### config.mk
export PLATFORM = sky130hd
export DESIGN_NAME = dsa_step_controller
export DESIGN_NICKNAME = d
export VERILOG_FILES = /design/src/rtl/dsa_step_controller.sv
export SDC_FILE = /design/constraint.sdc
export NUM_CORES = 1
export LEC_CHECK = 0
export BUFFER_PORTS_ARGS = -buffer_cell sky130_fd_sc_hd__buf_2
export CORE_AREA = 2 2 128 130
export DETAILED_ROUTE_END_ITERATION = 10
export DIE_AREA = 0 0 130 132
export PLACE_DENSITY_LB_ADDON = 0.1
export SKIP_LAST_GASP = 1
export SLEW_MARGIN = 20
export SYNTH_ARGS = -nofsm -noshare
export SYNTH_HDL_FRONTEND = slang
export SYNTH_SLANG_ARGS = --single-unit
### constraint.sdc
create_clock -name clk -period 2.15 [get_ports clk]
set_clock_uncertainty 0.2 [all_clocks]
set_input_delay 0.1075 -clock clk [delete_from_list [all_inputs] [get_ports clk]]
set_output_delay 0.1075 -clock clk [all_outputs]
set_load 0.05 [all_outputs]
### src/rtl/dsa_step_controller.sv
// dsa_step_controller: debug run-control FSM that stalls/steps the DSA, halts on breakpoints and serves register reads.
module dsa_step_controller #(
  parameter int STEP_W = 16
) (
  input  logic              clk,
  input  logic              rst,
  input  logic              cmd_valid,
  output logic              cmd_ready,
  input  logic [2:0]        cmd_op,
  input  logic [15:0]       cmd_arg,
  input  logic [31:0]       debug_reg_0,
  input  logic [31:0]       debug_reg_1,
  input  logic [31:0]       debug_reg_2,
  input  logic [31:0]       debug_reg_3,
  input  logic [31:0]       debug_reg_4,
  input  logic [31:0]       debug_reg_5,
  input  logic [31:0]       debug_reg_6,
  input  logic [31:0]       debug_reg_7,
  output logic              dsa_stall,
  output logic              capture_enable,
  output logic              step_ack,
  output logic              rsp_valid,
  input  logic              rsp_ready,
  output logic [31:0]       rsp_data,
  output logic              halted,
  output logic              break_hit,
  output logic [STEP_W-1:0] steps_remaining
);
  localparam logic [2:0] OP_RUN = 3'd1, OP_HALT = 3'd2, OP_STEP = 3'd3, OP_READ = 3'd4,
                         OP_BRK_SET = 3'd5, OP_BRK_CLR = 3'd6;
  typedef enum logic [1:0] {S_HALTED, S_RUN, S_ADV, S_CAP} state_t;
  state_t r_state, w_next;
  logic              r_break_en;
  logic [3:0]        r_break_state;
  logic              r_break_hit;
  logic              r_rsp_valid;
  logic [31:0]       r_rsp_data;
  logic [STEP_W-1:0] r_steps;
  logic              w_acc, w_brk;
  logic [STEP_W-1:0] w_cnt;
  logic [31:0]       w_regs [8];
  assign w_regs = '{debug_reg_0, debug_reg_1, debug_reg_2, debug_reg_3,
                    debug_reg_4, debug_reg_5, debug_reg_6, debug_reg_7};
  assign cmd_ready = (r_state == S_HALTED || r_state == S_RUN) && !r_rsp_valid;
  assign w_acc = cmd_valid && cmd_ready;
  assign w_brk = r_state == S_RUN && r_break_en && debug_reg_0[27:24] == r_break_state;
  assign w_cnt = STEP_W'(cmd_arg);
  always_comb begin
    w_next = r_state;
    case (r_state)
      S_HALTED: w_next = (w_acc && cmd_op == OP_RUN)  ? S_RUN :
                         (w_acc && cmd_op == OP_STEP) ? S_ADV : S_HALTED;
      S_RUN:    w_next = (w_brk || (w_acc && cmd_op == OP_HALT)) ? S_HALTED : S_RUN;
      S_ADV:    w_next = S_CAP;
      S_CAP:    w_next = (r_steps <= STEP_W'(1)) ? S_HALTED : S_ADV;
      default:  w_next = S_HALTED;
    endcase
  end
  always_ff @(posedge clk or posedge rst) begin
    if (rst) r_state <= S_HALTED;
    else     r_state <= w_next;
  end
  always_ff @(posedge clk or posedge rst) begin
    if (rst) begin
      r_break_en    <= 1'b0;
      r_break_state <= '0;
      r_break_hit   <= 1'b0;
      r_rsp_valid   <= 1'b0;
      r_rsp_data    <= '0;
      r_steps       <= '0;
    end else begin
      if (w_acc && cmd_op == OP_BRK_SET) begin
        r_break_en    <= 1'b1;
        r_break_state <= cmd_arg[3:0];
      end else if (w_acc && cmd_op == OP_BRK_CLR) begin
        r_break_en <= 1'b0;
      end
      if (w_brk) r_break_hit <= 1'b1;
      else if (r_state == S_HALTED && w_acc && cmd_op == OP_RUN) r_break_hit <= 1'b0;
      if (w_acc && cmd_op == OP_READ) begin
        r_rsp_valid <= 1'b1;
        r_rsp_data  <= w_regs[cmd_arg[2:0]];
      end else if (rsp_ready) begin
        r_rsp_valid <= 1'b0;
      end
      // count 0 is promoted to a single step
      if (r_state == S_HALTED && w_acc && cmd_op == OP_STEP) r_steps <= (w_cnt == '0) ? STEP_W'(1) : w_cnt;
      else if (r_state == S_CAP) r_steps <= r_steps - STEP_W'(1);
    end
  end
  assign dsa_stall       = r_state == S_HALTED || r_state == S_CAP;
  assign capture_enable  = r_state != S_RUN;
  assign step_ack        = r_state == S_CAP;
  assign halted          = r_state == S_HALTED;
  assign break_hit       = r_break_hit;
  assign rsp_valid       = r_rsp_valid;
  assign rsp_data        = r_rsp_data;
  assign steps_remaining = r_steps;
endmodule

* Yosys cells after proc, flatten, opt, wreduce, memory -nomap -nowiden
Cells that the tools add are included.
Word-level totals: register bits after elaboration 57, bits in latches 0, memory bits (writable) 0, bits in read-only memories 0, bits of input ports 279, logic and storage cells 62, memories kept 0
Operators by class: $add $sub $neg 1, multipliers 0, divide/modulo/power cells 0, magnitude comparators 2, equal/unequal tests 11, shift operators 0, multiplexer cells 17, bitwise logic cells 1, reductions and logical operators 23
Operator list (number):
- binary-select mux 32 bit (select 3 bit) | 1
- 2-to-1 mux 32 bit | 2
- 2-to-1 mux 16 bit | 3
- <= comparator 16 x 1 -> 1 bit (second input constant) | 1
- logical NOT 16 bit | 1
- subtractor 16 x 1 -> 16 bit (second input constant) | 1
- logical AND 1 bit | 13
- == test 3 bit (second input constant) | 3
- case mux 2 bit (4 select lines) | 1
- nonzero test 2 bit | 4
- 2-to-1 mux 1 bit | 7
- == test 3 x 2 -> 1 bit (second input constant) | 2
- 2-to-1 mux 2 bit | 3
- == test 2 bit (second input constant) | 2
- == test 4 bit | 1
- greater-or-equal comparator 4 bit (second input constant) | 1
- NOT 3 -> 4 bit | 1
- == test 3 x 1 -> 1 bit (second input constant) | 1
- logical OR 1 bit | 3
- == test 2 x 1 -> 1 bit (second input constant) | 1
- logical NOT 2 bit | 1
- != test 2 x 1 -> 1 bit (second input constant) | 1
- logical NOT 1 bit | 1

* Longest topological paths before layout
Gate-level depths: netlist of run 1.
depth in word-level cells 8, gate-level depth with buffers 10

* Worst setup path after synthesis of run 1
No wires, ideal clock.
path type register -> register, start register r_state[0], end register r_rsp_data[10] (netlist: rsp_data[10]), library setup time 132 ps, data arrival time 2056 ps, setup slack -238 ps, stages on the path, launching flop included 11, path buffers 3, clock period less this slack 2388 ps, cells stage by stage dfrtp_1 -> inv_1 -> ha_1 -> nor2_1 -> nor2b_1 -> clkbuf_1 -> nand3_1 -> buf_2 -> clkbuf_1 -> nand2_1 -> o21ai_1
On the way: cells in the longest elaborated chain, start to end 5, elaborated cells on any way between the ends 6, classes of those cells eq/ne (1); reduce/logical (5)
RTL lines:
- start: declaration | RTL line 32 | state_t r_state, w_next;
- start signal: assignment | RTL line 61 | else r_state <= w_next;
- logical NOT 2 bit
- net halted | RTL line 25 | output logic halted,
- logical OR 1 bit | RTL line 44 | assign cmd_ready = (r_state == S_HALTED || r_state == S_RUN) && !r_rsp_valid;
- logical AND 1 bit | RTL line 44
- logical AND 1 bit | RTL line 45 | assign w_acc = cmd_valid && cmd_ready;
- logical AND 1 bit | RTL line 80 | if (w_acc && cmd_op == OP_READ) begin
- end signal: assignment | RTL line 82 | r_rsp_data <= w_regs[cmd_arg[2:0]];
- end: declaration | RTL line 37 | logic [31:0] r_rsp_data;
The timed path passes the listed nets, and every way through them passes these cells. A chain may end at the register's enable or synchronous reset.

* Final worst setup path of run 1
start register r_steps[5] (netlist: steps_remaining[5]), end register r_steps[14] (netlist: steps_remaining[14])
On the way: cells in the longest elaborated chain, start to end 3
RTL lines:
- start: declaration | RTL line 38 | logic [STEP_W-1:0] r_steps;
- start signal: assignment | RTL line 87 | if (r_state == S_HALTED && w_acc && cmd_op == OP_STEP) r_steps <= (w_cnt == '0) ? STEP_W'(1) : w_cnt;
- start signal: assignment | RTL line 88 | else if (r_state == S_CAP) r_steps <= r_steps - STEP_W'(1);
- subtractor 16 x 1 -> 16 bit | RTL line 88
- 2-to-1 mux 16 bit | RTL line 88
- 2-to-1 mux 16 bit | RTL line 87
Every way passes these cells. The select of a mux whose other input is x is not followed.

==> results of run 1 <==
==> layer usage <==
layer / routed length [microns] / share of wire [%] / vias to the layer above
met1: 6685 / 39 / 2229
li1: - / - / 2160
met5: 0 / 0 / -
met3: 1156 / 6.7 / 30
met4: 435 / 2.5 / 0
met2: 9033 / 52 / 199
==> synthesized netlist by cell type (all sizes together) (2+ instances only) <==
master	instances
nor2b	4
nor4	5
a31oi	3
mux2	5
or4	2
nand2	42
mux2i	33
nand4	3
nand3	4
nor3	6
nor2	22
xnor2	8
a21oi	11
inv	10
dfrtp	57
mux4	64
xor2	9
a22o	3
clkbuf	11
and3	2
buf	19
o21ai	35
ha	7
==> timing repair <==
| action | CTS | global route |
|---|---|---|
| hold buffers | 18 | 0 |
| resized for setup | 0 | 0 |
| setup buffers | 0 | 0 |
| endpoints found under the hold margin | 40 | 0 |
==> power by group <==
group	total [mW]	internal, mW	switching [mW]	leakage, nW
clock	1.49	0.990	0.499	0.153
sequential	1.10	1.09	0.00711	0.710
combinational	0.797	0.468	0.329	2.63
total	3.38	2.55	0.835	3.49
==> layout by cell type (no fill, tap or decap), types with 4 or more instances in the layout <==
cell type        n
xnor2_1          8
nor4_1           4
buf_4           21
mux2_2           4
inv_1            9
buf_12           4
nor3_1           4
nor2_1          22
nand2_1         42
nor2b_1          4
clkbuf_16        9
xor2_1           9
a21oi_1         11
ha_1             5
dlygate4sd3_1   18
mux2i_1         33
mux4_2          64
o21ai_1         32
buf_2          332
dfrtp_1         57
==> kinds of logic (layout without fill, tap and decap cells) <==
family / count (synthesis) / count (layout)
AOI/OAI and AO/OA: 55 / 55
adders and majority gates: 7 / 7
DFF: 57 / 57
other: 0 / 3
buffers and inverters: 40 / 401
xor gates and xnor gates: 17 / 17
muxes: 102 / 102
and+or+nand+nor: 97 / 97
==> worst max-delay path: stages, from the launching register on <==
cell	delay (ns)
dfrtp_1	0.42
or4_4	0.53
or2_4	0.29
nor3b_2	0.20
xnor2_1	0.14
a21oi_1	0.09
==> registers in the layout, indices dropped and copies added (netlist names) <==
register,count
rsp_data,32
steps_remaining,16
r_break_en,1
r_state,2
break_hit,1
rsp_valid,1
r_break_state,4
==> how the worst max path moves through the flow <==
stage,start,endpoint,slack (ns)
2_1_floorplan,steps_remaining[4],steps_remaining[14],0.004
3_3_place_gp,steps_remaining[5],steps_remaining[14],0.21
3_5_place_dp,steps_remaining[5],steps_remaining[12],0.19
4_1_cts,steps_remaining[5],steps_remaining[14],0.14
5_1_grt,steps_remaining[5],steps_remaining[14],0.02
6_report,steps_remaining[5],steps_remaining[14],0.15
==> layout make-up <==
cell class,instances,share of cell area (%)
Antenna cell,3,0.1070
Clock buffer,14,3.904
Clock inverter,2,0.4991
Inverter,10,0.5348
Multi-Input combinational cell,278,41.16
Sequential cell,57,20.32
Tap cell,216,3.850
Timing Repair Buffer,375,29.63
==> impl_metrics.env, run 1 <==
export IMPL_fillers=1608
export IMPL_die_y_microns=132
export IMPL_clock_path_buffers=2
export IMPL_track_usage_pct=20.70
export IMPL_path_max_fanout=5
export IMPL_grt_start_max_net_pins=66
export IMPL_ant_nets=0
export IMPL_ys_seq_area_share_pct=31.87
export IMPL_rsz0062_at_grt="false"
export IMPL_fp_dieW_microns=130
export IMPL_utilization_pct=44.67
export IMPL_cts_root_buffer="clkbuf_16"
export IMPL_ys_async_sr_fraction_pct=100.0
export IMPL_clkSinkCount=57
export IMPL_vias=4618
export IMPL_cts_htree_levels=3
export IMPL_rr_startpoint="steps_remaining[5]"
export IMPL_first_pass_iters=4
export IMPL_nets=1017
export IMPL_power_density_nw_per_um2=481.7
export IMPL_tightest_slew_ns=0.6599
export IMPL_cts_tree="yes"
export IMPL_grt_pass1_wl_microns=26970
export IMPL_rows=46
export IMPL_start_kind="register"
export IMPL_num_io_pins=334
export IMPL_yosys_warnings=0
export IMPL_synth_top_area_share_pct=32.21
export IMPL_antenna_found_initial=3
export IMPL_drv_cap=0
export IMPL_hold_depth=4
export IMPL_cp_required_ns=2.15
export IMPL_ys_ff_latch=57
export IMPL_route_final_wire_length_microns=17310
export IMPL_synth_largest_area_cell="mux4_2"
export IMPL_final_cells=955
export IMPL_gp_congestion=0.8439
export IMPL_design_area_sq_um=7019
export IMPL_use_met3_pct=5.235
export IMPL_dp_cells=918
export IMPL_power_leakage_nw=3.487
export IMPL_slew_limit_headroom_pct=56.00
export IMPL_crit_arrival_ns=2.00
export IMPL_p_total_mw=3.381
export IMPL_min_path_type="primary input to register"
export IMPL_setup_ws_ns=0.1485
export IMPL_hold_viol_final=0
export IMPL_drc=0
export IMPL_use_met2_pct=35.95
export IMPL_period_needed_ns=2.002
export IMPL_postSynthAreaPerCell_sq_um=11.93
export IMPL_coreArea_sq_um=15710
export IMPL_dp_slack_ns=0.1851
export IMPL_port_buffers=333
export IMPL_clk_pin_slew_worst_paths_ns=0.05
export IMPL_multi_input_area_sq_um=2889
export IMPL_drive_gt1_share_pct=61.41
export IMPL_worst_r2r_endpoint="steps_remaining[14]"
export IMPL_r2r_slack_ns=0.15
export IMPL_fmax_mhz=499.6
export IMPL_cts_buffers=9
export IMPL_irDropWorstVdd_uv=369.4
export IMPL_synth_top_family_by_area="multiplexers"
export IMPL_synth_xor_area_share_pct=3.327
export IMPL_synth_distinct_cells=40
export IMPL_drt_wirelength_per_cell_microns=18.13
export IMPL_yosys_area_share_simple_pct=11.24
export IMPL_syn_to_final_growth_pct=56.84
export IMPL_crit_path_end_kind="register"
export IMPL_hold_start="debug_reg_0[24]"
export IMPL_synth_edf_count=0
export IMPL_grt_pass1_vias=5008
export IMPL_synth_ff_type="dfrtp_1"
export IMPL_vias_per_cell=4.836
export IMPL_final_setup_viol_count=0
export IMPL_synth_area_sq_um=4476
export IMPL_hold_path_endpoint="break_hit"
export IMPL_path_class="register to register"
export IMPL_yosys_mux_area_fraction_pct=40.84
export IMPL_final_setup_tns_ns=0
export IMPL_die_area_sq_um=17160
export IMPL_seqCellArea_sq_um=1426
export IMPL_globalRoute_totalOverflow=0
export IMPL_start_util_pct=28.48
export IMPL_synth_fa_ha_area_share_pct=1.957
export IMPL_worst_r2r_path_depth=5
export IMPL_syn_num_nets=661
export IMPL_final_max_slew_viol_count=0
export IMPL_outcome="completed"
export IMPL_dp_hpwl_microns=14290
export IMPL_grt_busiest_layer="met2"
export IMPL_first_iter_violations=151
export IMPL_yosys_top_cells_area="mux4_2 32%, dfrtp_1 32%, mux2i_1 7.4%"
export IMPL_placed_cell_area_sq_um=6523
export IMPL_grt_met1_usage_pct=23.87
export IMPL_timing_final_crit_share_pct=93.09
export IMPL_syn_inst=375
export IMPL_holdWs_ns=0.02648
export IMPL_synth_compound_gate_area_share_pct=6.737
export IMPL_clock_latency_ns=0.33
(Power assumes the default switching activity.)
==> inputs of run 2 (changes only) <==
Clock period 2.15 ns to 2.06 ns, I/O delays scaled along.
==> impl_metrics.env, run 2 (synthesis gave the netlist of run 1 again) <==
export IMPL_rows=46
export IMPL_seq_power_share_pct=33.9
export IMPL_cp_buffers_inverters=0
export IMPL_die_y_microns=132
export IMPL_hold_path_endpoint="break_hit"
export IMPL_fp_dieW_microns=130
export IMPL_cp_required_ns=2.07
export IMPL_drt_wirelength_per_cell_microns=18.06
export IMPL_seqCellArea_sq_um=1433
export IMPL_clock_path_buffers=2
export IMPL_crit_arrival_ns=1.97
export IMPL_hold_viol_final=0
export IMPL_globalRoute_totalOverflow=0
export IMPL_final_setup_tns_ns=0
export IMPL_vias_per_cell=4.909
export IMPL_cts_root_buffer="clkbuf_16"
export IMPL_tightest_slew_ns=0.5869
export IMPL_clkPwrFrac_pct=41.4
export IMPL_cts_buffers=9
export IMPL_grt_pass1_wl_microns=26820
export IMPL_rsz0062_at_grt="false"
export IMPL_start_kind="register"
export IMPL_crit_path_end_kind="register"
export IMPL_port_buffers=333
export IMPL_min_path_type="primary input to register"
export IMPL_syn_to_final_growth_pct=56.86
export IMPL_p_sw_mw=0.8381
export IMPL_hold_depth=4
export IMPL_hold_start="debug_reg_0[24]"
export IMPL_r2r_slack_ns=0.1
export IMPL_path_class="register to register"
export IMPL_clk_pin_slew_worst_paths_ns=0.05
export IMPL_switching_share_pct=24.88
export IMPL_num_io_pins=334
export IMPL_coreArea_sq_um=15710
export IMPL_outcome="completed"
export IMPL_final_max_slew_viol_count=0
export IMPL_final_common_cell="buf_2"
export IMPL_cts_tree="yes"
export IMPL_final_cell_mix="332 x buf_2, 64 x mux4_2, 52 x dfrtp_1"
export IMPL_route_final_wire_length_microns=17230
export IMPL_irDropWorstVdd_uv=361.0
export IMPL_intPower_mw=2.530
export IMPL_clock_latency_ns=0.32
export IMPL_fillers=1560
export IMPL_antenna_found_initial=3
export IMPL_vias=4683
export IMPL_die_area_sq_um=17160
export IMPL_crit_family="simple AND/OR/NAND/NOR gates"
export IMPL_worst_r2r_endpoint="steps_remaining[14]"
export IMPL_multi_input_area_sq_um=2890
export IMPL_drc=0
export IMPL_track_usage_pct=20.35
export IMPL_rr_startpoint="steps_remaining[5]"
export IMPL_utilization_pct=44.68
export IMPL_clkSinkCount=57
export IMPL_drive_gt1_share_pct=62.31
export IMPL_period_needed_ns=1.961
export IMPL_worst_r2r_path_depth=5
export IMPL_first_iter_violations=239
export IMPL_critPathMaxStageDelay_ns=0.52
export IMPL_crit_path_cell_trace="or4_4 -> or2_4 -> nor3b_2 -> xnor2_1 -> a21oi_1"
export IMPL_grt_start_max_net_pins=66
export IMPL_path_max_fanout=5
export IMPL_dp_hpwl_microns=14250
export IMPL_ant_nets=0
export IMPL_final_setup_viol_count=0
export IMPL_pwr_share_comb_pct=24.7
export IMPL_drv_cap=0
export IMPL_slew_limit_headroom_pct=60.82
export IMPL_power_density_nw_per_um2=479.8
export IMPL_largest_register_ff_count=32
export IMPL_first_pass_iters=4
export IMPL_critPathSlowestCell="or4_4"
export IMPL_fmax_mhz=510.0
export IMPL_power_leakage_nw=3.471
export IMPL_nets=1017
export IMPL_timing_final_crit_share_pct=95.18
export IMPL_cts_htree_levels=3
export IMPL_gp_congestion=0.9044
export IMPL_grt_pass1_vias=5110
export IMPL_start_util_pct=28.48
==> run 2: cell type report <==
| class | count | share of cell area [%] |
|---|---|---|
| timing repair buffer | 375 | 29.98 |
| sequential | 57 | 20.41 |
| tap | 216 | 3.850 |
| clock buffer | 15 | 3.957 |
| multi-input combinational | 278 | 41.17 |
| inverter | 10 | 0.5347 |
| antenna | 3 | 0.1069 |
==> run 2: tightest hold or removal path, stage by stage <==
cell	delay (ns)
buf_2	0.13
xnor2_1	0.07
nand4_1	0.13
nand2_1	0.06
==> run 2: power groups by stage <==
stage | combinational, mW | sequential (mW) | clock [mW]
finish | 0.831 | 1.14 | 1.39
global route | 0.905 | 1.14 | 1.49
CTS | 0.842 | 1.14 | 1.45
detailed placement | 0.813 | 1.16 | 0
global placement | 0.802 | 1.16 | 0
floorplan | 0.385 | 1.21 | 0
==> run 2: metrics by stage <==
| step | setup slack, ns | cells | total power, mW | hold WS [ns] | cell area, sq um |
|---|---|---|---|---|---|
| 2_1_floorplan | 0.009113 | 375 | 1.593 | -0.0005507 | 4498 |
| 3_3_place_gp | 0.1174 | 918 | 1.963 | -0.007405 | 6554 |
| 3_5_place_dp | 0.1090 | 918 | 1.976 | 0.004605 | 6554 |
| 4_1_cts | 0.08894 | 951 | 3.431 | 0.002082 | 7012 |
| 5_1_grt | 0.01644 | 954 | 3.543 | 0.04407 | 7020 |
| 6_report | 0.09929 | 954 | 3.369 | 0.01080 | 7020 |
==> run 2: repair_timing <==
| item | in CTS | in global routing |
|---|---|---|
| gates resized for setup | 0 | 3 |
| buffers inserted | 0 | 0 |
| endpoints found under the hold margin | 43 | 0 |
| hold buffers | 18 | 0 |
| endpoints found under the setup margin | 0 | 7 |
==> run 2: worst max path at each step <==
stage	from	endpoint	slack, ns	cells after the start
2_1_floorplan	steps_remaining[9]	steps_remaining[14]	0.009	5
3_3_place_gp	steps_remaining[5]	steps_remaining[14]	0.12	5
3_5_place_dp	steps_remaining[5]	steps_remaining[14]	0.11	5
4_1_cts	r_state[0]	r_break_state[0]	0.09	7
5_1_grt	r_state[0]	rsp_data[27]	0.02	9
6_report	steps_remaining[5]	steps_remaining[14]	0.1	5
==> run 2: metal layers <==
| metal | wire length [microns] | up-vias | part of all wire (%) | track usage, % |
|---|---|---|---|---|
| met5 | 0 | - | 0 | 0 |
| met4 | 485 | 0 | 2.8 | 8.662 |
| met3 | 1124 | 31 | 6.5 | 4.383 |
| met2 | 8887 | 214 | 52 | 35.63 |
| met1 | 6735 | 2277 | 39 | 23.78 |
| li1 | - | 2161 | - | - |
